===== src/rtl/multi_digit_display.sv =====
// multi_digit_display
//   Multi-digit 7-segment driver for the MAX10 HEX displays. A binary value is
//   captured on a load strobe and shown either as hexadecimal nibbles or, in
//   decimal mode, as BCD produced by a sequential double-dabble. Each digit is
//   encoded to active-low segments. Leading-zero blanking and overflow
//   (all-dash) indication are optional. All outputs are registered.
//
// Ports
//   clk       system clock
//   reset     synchronous active-high reset
//   value     binary value, sampled with load
//   load      start strobe, accepted only while idle
//   mode      0 = hexadecimal, 1 = decimal (sampled with load)
//   blank_lz  1 = blank leading zero digits (sampled with load)
//   busy      high from accepted load until done
//   done      one-cycle pulse, coincident with the first cycle of new segments
//   overflow  value not representable in NUM_DIGITS digits; held until next update
//   segments  active-low segments, digit i = segments[7i+6:7i], bit0=a .. bit6=g
module multi_digit_display #(
   parameter int NUM_DIGITS = 6,
   parameter int DATA_WIDTH = 20
) (
   input  logic                    clk,
   input  logic                    reset,
   input  logic [DATA_WIDTH-1:0]   value,
   input  logic                    load,
   input  logic                    mode,
   input  logic                    blank_lz,
   output logic                    busy,
   output logic                    done,
   output logic                    overflow,
   output logic [7*NUM_DIGITS-1:0] segments
);

   localparam int BW = 4 * NUM_DIGITS;
   // One bit wider than both the input and the digit field, so the truncated
   // upper part of a hex value is always a legal (possibly all-zero) slice.
   localparam int XW = ((DATA_WIDTH > BW) ? DATA_WIDTH : BW) + 1;
   localparam int CW = $clog2(DATA_WIDTH + 1);

   localparam logic [6:0] SEG_BLANK = 7'h7F;
   localparam logic [6:0] SEG_DASH  = 7'h3F;

   typedef enum logic [1:0] {
      IDLE,
      SHIFT,
      UPDATE
   } state_t;

   state_t                  state_q;
   logic [DATA_WIDTH-1:0]   bin_q, bin_d;
   logic                    mode_q;
   logic                    blz_q;
   logic [BW-1:0]           bcd_q, bcd_d;
   logic [BW-1:0]           bcd_adj;
   logic                    sticky_q, sticky_d;
   logic [CW-1:0]           cnt_q;
   logic                    phase_q;
   logic [7*NUM_DIGITS-1:0] seg_stage_q, seg_stage_d;
   logic                    ovf_stage_q, ovf_stage_d;
   logic [7*NUM_DIGITS-1:0] seg_q;
   logic                    ovf_q;
   logic                    busy_q;
   logic                    done_q;

   logic [XW-1:0]           ext;
   logic                    hex_ovf;
   logic [BW-1:0]           nib;
   logic                    seen_nz;
   logic [3:0]              dig;

   function automatic logic [6:0] enc7(input logic [3:0] d);
      logic [6:0] s;
      case (d)
         4'h0: s = 7'h40;
         4'h1: s = 7'h79;
         4'h2: s = 7'h24;
         4'h3: s = 7'h30;
         4'h4: s = 7'h19;
         4'h5: s = 7'h12;
         4'h6: s = 7'h02;
         4'h7: s = 7'h78;
         4'h8: s = 7'h00;
         4'h9: s = 7'h10;
         4'hA: s = 7'h08;
         4'hB: s = 7'h03;
         4'hC: s = 7'h46;
         4'hD: s = 7'h21;
         4'hE: s = 7'h06;
         default: s = 7'h0E;
      endcase
      return s;
   endfunction

   // Double-dabble step: add 3 to every nibble >= 5, then shift {bcd,bin}
   // left. A bit leaving the top digit means value >= 10^NUM_DIGITS; it is
   // kept sticky, and the lower digits still resolve correctly.
   always_comb begin
      bcd_adj = bcd_q;
      for (int unsigned i = 0; i < NUM_DIGITS; i++) begin
         if (bcd_q[4*i +: 4] >= 4'd5) begin
            bcd_adj[4*i +: 4] = bcd_q[4*i +: 4] + 4'd3;
         end
      end
      bcd_d    = {bcd_adj[BW-2:0], bin_q[DATA_WIDTH-1]};
      sticky_d = sticky_q | bcd_adj[BW-1];
      bin_d    = bin_q << 1;
   end

   // Digit selection, overflow, leading-zero blanking and segment encoding.
   always_comb begin
      ext         = XW'(bin_q);
      hex_ovf     = |ext[XW-1:BW];
      nib         = mode_q ? bcd_q : ext[BW-1:0];
      ovf_stage_d = mode_q ? sticky_q : hex_ovf;
      seen_nz     = 1'b0;
      dig         = '0;
      seg_stage_d = '1;
      // Walk from the most significant digit down so "seen_nz" tells whether
      // any higher-or-equal digit is nonzero.
      for (int unsigned k = 0; k < NUM_DIGITS; k++) begin
         dig = nib[4*(NUM_DIGITS-1-k) +: 4];
         if (dig != 4'd0) begin
            seen_nz = 1'b1;
         end
         if (ovf_stage_d) begin
            seg_stage_d[7*(NUM_DIGITS-1-k) +: 7] = SEG_DASH;
         end else if (!blz_q || seen_nz || (k == NUM_DIGITS - 1)) begin
            seg_stage_d[7*(NUM_DIGITS-1-k) +: 7] = enc7(dig);
         end else begin
            seg_stage_d[7*(NUM_DIGITS-1-k) +: 7] = SEG_BLANK;
         end
      end
   end

   always_ff @(posedge clk) begin
      if (reset) begin
         state_q     <= IDLE;
         bin_q       <= '0;
         mode_q      <= 1'b0;
         blz_q       <= 1'b0;
         bcd_q       <= '0;
         sticky_q    <= 1'b0;
         cnt_q       <= '0;
         phase_q     <= 1'b0;
         seg_stage_q <= '1;
         ovf_stage_q <= 1'b0;
         seg_q       <= '1;
         ovf_q       <= 1'b0;
         busy_q      <= 1'b0;
         done_q      <= 1'b0;
      end else begin
         done_q <= 1'b0;
         case (state_q)
            IDLE: begin
               if (load) begin
                  bin_q    <= value;
                  mode_q   <= mode;
                  blz_q    <= blank_lz;
                  bcd_q    <= '0;
                  sticky_q <= 1'b0;
                  phase_q  <= 1'b0;
                  busy_q   <= 1'b1;
                  if (mode) begin
                     cnt_q   <= CW'(DATA_WIDTH);
                     state_q <= SHIFT;
                  end else begin
                     state_q <= UPDATE;
                  end
               end
            end
            SHIFT: begin
               bcd_q    <= bcd_d;
               sticky_q <= sticky_d;
               bin_q    <= bin_d;
               cnt_q    <= cnt_q - CW'(1);
               if (cnt_q == CW'(1)) begin
                  state_q <= UPDATE;
               end
            end
            UPDATE: begin
               // Two phases: encode into a staging register, then commit to
               // the outputs together with done. Keeps the encoder off the
               // output path and gives the 2 / DATA_WIDTH+2 latency.
               if (!phase_q) begin
                  seg_stage_q <= seg_stage_d;
                  ovf_stage_q <= ovf_stage_d;
                  phase_q     <= 1'b1;
               end else begin
                  seg_q   <= seg_stage_q;
                  ovf_q   <= ovf_stage_q;
                  done_q  <= 1'b1;
                  busy_q  <= 1'b0;
                  phase_q <= 1'b0;
                  state_q <= IDLE;
               end
            end
            default: state_q <= IDLE;
         endcase
      end
   end

   assign busy     = busy_q;
   assign done     = done_q;
   assign overflow = ovf_q;
   assign segments = seg_q;

endmodule


===== config.mk =====
export PLATFORM = sky130hd
export DESIGN_NAME = multi_digit_display
export DESIGN_NICKNAME = d
export VERILOG_FILES = /design/src/rtl/multi_digit_display.sv
export SDC_FILE = /design/constraint.sdc
export NUM_CORES = 1
export LEC_CHECK = 0
export CELL_PAD_IN_SITES_DETAIL_PLACEMENT = 1
export CELL_PAD_IN_SITES_GLOBAL_PLACEMENT = 1
export CORE_ASPECT_RATIO = 1.25
export CORE_UTILIZATION = 32
export CTS_CLUSTER_DIAMETER = 80
export DETAILED_ROUTE_END_ITERATION = 16
export PLACE_DENSITY_LB_ADDON = 0.1
export SLEW_MARGIN = 20
export SYNTH_ARGS = -nofsm -noshare
export SYNTH_HDL_FRONTEND = slang
export SYNTH_SLANG_ARGS = --single-unit

===== constraint.sdc =====
create_clock -name clk -period 2.5 [get_ports clk]
set_clock_uncertainty 0.1 [all_clocks]
set_input_delay 0.25 -clock clk [delete_from_list [all_inputs] [get_ports clk]]
set_output_delay 0.25 -clock clk [all_outputs]
set_load 0.005 [all_outputs]

==> results.md <==
* First drt pass iteration count at 4
* CP Class: flip-flop to flip-flop
* FP Rows at 62
* Most frequent cells in the layout: dfxtp_1, a21oi_1, nand2_1, clkdlybuf4s50_1, nor2_1
* DR WL/cell at 17.1 µm
* Cell Pwr Density at 659 mW/mm²
* Total grt overflow at 0
* Vias at 6565
* DP Worst Slack at 0.0380 ns
* Final Core Density at 40.1%
* Ranking of synthesized cells by area: dfxtp_1, ha_1, a21oi_1, o22a_1, mux2i_1
* Final WL at 21200 µm
* Least-Margin Pin Slew at 0.530 ns
* RSZ-0062 raised after global routing: true
* Largest net degree at the start of global routing at 102
* Initial antenna violation count at 0
* First-pass GRT wire length at 35900 µm
* I/O Buffers at 69
* Worst r2r path cells at 8
* CTS tree: built
* Count of final hold-check violations at 0
* Antenna Cells at 0
* Clk slew on worst S/H paths at 0.07 ns
* Max IR drop VDD at 0.000499 V
* Area growth from synthesis to layout at 22.5%
* Crit path from: mode_q
* DRT antenna net count at 0
* Worst skew pair latency at 0.43 ns
* Critical path endpoint category: flip-flop
* Final setup fails at 0
* GRT Overall Usage at 18.3%
* R2r startpoint: mode_q
* Crit Path Max Fanout at 30
* Leakage power at 3.56 nW
* FF+latch count, synth at 143
* Synth top area share at 37.8%
* R2r endpoint: seg_stage_q[21]
* Synthesis Warnings at 0
* 1st-iter DRT viols at 260
* Seq/Total Area, Yosys at 37.8%
* Final Cycle Share at 94.3%
* Critical Path Max Stage Delay at 0.41 ns
* Fillers at 2684
* WP data arrival at 2.57 ns
* Vias in the first global route at 6836
* Initial Util at 32.7%
* Die width at 140 µm
* CP Capture Point: seg_stage_q[21]
* CP Launch Type: flip-flop
* Clock buffer depth at 2
* Critical-path top delay cell: dfxtp_2
* DR vias/cell at 5.31
* Fin crit period at 2.36 ns
* Most common cell after layout, fill and taps aside: dfxtp_1
* Post-synth EDFFs at 0
* Largest area contributor in the netlist: dfxtp_1
* Number of CTS-inserted buffers at 17
* Clk root buf: clkbuf_16
* Max_slew headroom at 64.3%
* Detailed placement HPWL at 15200 µm
* CP Data Required Time at 2.71 ns
* Nets@finish at 1011
* Worst-path cell chain: buf_12, mux2i_4, inv_1, ha_1, mux2i_1, o21ai_0, a2111oi_1, o21bai_1
* Htree depth at 4
* F_max at 424 MHz
* Mean Syn Cell Area at 8.72 µm²
* Total power at 6.11 mW
* Ys flop type: dfxtp_1
* Hold WC Path Type: primary input to flip-flop
* # DRC at 0
* Die area at 0.0243 mm²
* Mapped cell area at 0.00757 mm²
* Core Region at 0.0231 mm²
* RePlAce Congestion at 0.835
* Chip height at 174 µm
* PnR worst setup slack at 0.142 ns
* Post-synth ARST share at 0%
* Max Cap Viol at 0
* I/O pins at 70
* Post-synthesis cell count at 868
* Max-slew violations at 0
* Yosys cell types at 65
* Post-Syn Nets at 943
* Fraction of layout cells with a size suffix above 1 at 11.2%
* Clock sinks at 143
* R2R setup slack at 0.14 ns
* Status: complete, no violations
state kept, by name, summed over array words and instances, names as in the netlist:
signal,flops
seg_stage_q,42
segments,42
bcd_q,24
bin_q,20
cnt_q,5
state_q,2
blz_q,1
busy,1
done,1
mode_q,1
overflow,1
ovf_stage_q,1
phase_q,1
sticky_q,1
report_power, final:
part           switching (mW)  internal [mW]  leakage [nW]  total [mW]
combinational           0.624          0.453          2.12        1.08
clock                    1.16           1.32         0.276        2.48
sequential              0.128           2.42          1.17        2.55
how the worst min path moves through the flow:
stage                         start      endpoint  slack, ns  cells after the start
floorplan                      mode    state_q[1]       0.26                      1
global placement    seg_stage_q[36]  segments[36]       0.35                      1
detailed placement  seg_stage_q[31]  segments[31]       0.35                      1
CTS                        value[0]      bin_q[0]       0.27                      3
global route                  reset   ovf_stage_q       0.29                      3
finish                     value[0]      bin_q[0]       0.28                      3
synthesized netlist by cell type, types with 26 or more instances:
| cell | instances |
|---|---|
| mux2i_1 | 28 |
| nand3_1 | 26 |
| nand2b_1 | 26 |
| nor2_1 | 55 |
| a21oi_1 | 75 |
| inv_1 | 37 |
| ha_1 | 50 |
| dfxtp_1 | 143 |
| nand2_1 | 74 |
| nor3_1 | 26 |
| clkbuf_1 | 44 |
| o21ai_0 | 44 |
| o22a_1 | 42 |
cells by family after synthesis:
group / after synthesis / synth area share (%)
DFF: 143 / 37.8
adders and majority gates: 50 / 8.27
AOI/OAI and AO/OA: 275 / 24.4
xor gates and xnor gates: 16 / 1.85
muxes: 41 / 6.23
buffers and inverters: 99 / 5.65
and+or+nand+nor: 244 / 15.8
per-stage QoR:
step           area (µm²)  hold slack [ns]  setup TNS, ns  cells
2_1_floorplan        7570            0.262              0    868
3_3_place_gp         8650            0.347              0   1202
3_5_place_dp         8650            0.353              0   1202
4_1_cts              9220            0.266              0   1234
5_1_grt              9270            0.286       -0.00322   1237
6_report             9270            0.276              0   1237
what timing repair did:
action / 4_1_cts / 5_1_grt
hold buffers: 0 / 0
setup endpoints to repair: 0 / 15
buffers inserted: 0 / 3
endpoints found under the hold margin: 0 / 0
resized for setup: 0 / 6
layout make-up:
type	count	area, µm²	area share (%)
multi-input cells	626	4310	46.5
flip-flops and latches	143	2860	30.9
repair buffers	111	1030	11.1
clock buffers	17	425	4.59
well taps	288	360	3.89
clock inverters	15	148	1.59
inverters	37	139	1.50
layer usage:
metal	routed length (µm)	global-route usage, %
met5	0	0
met4	216	5.68
met3	510	2.70
met2	9730	29.6
met1	10700	25.1
worst max-delay path, delay by kind of cell (launching register included):
| kind | cells | cell delay (ns) |
|---|---|---|
| compound gates | 3 | 0.59 |
| fa+ha+maj | 1 | 0.25 |
| buf+inv | 2 | 0.36 |
| flops | 1 | 0.41 |
| mux | 2 | 0.48 |
No activity file was read; power rests on OpenSTA's default activity.
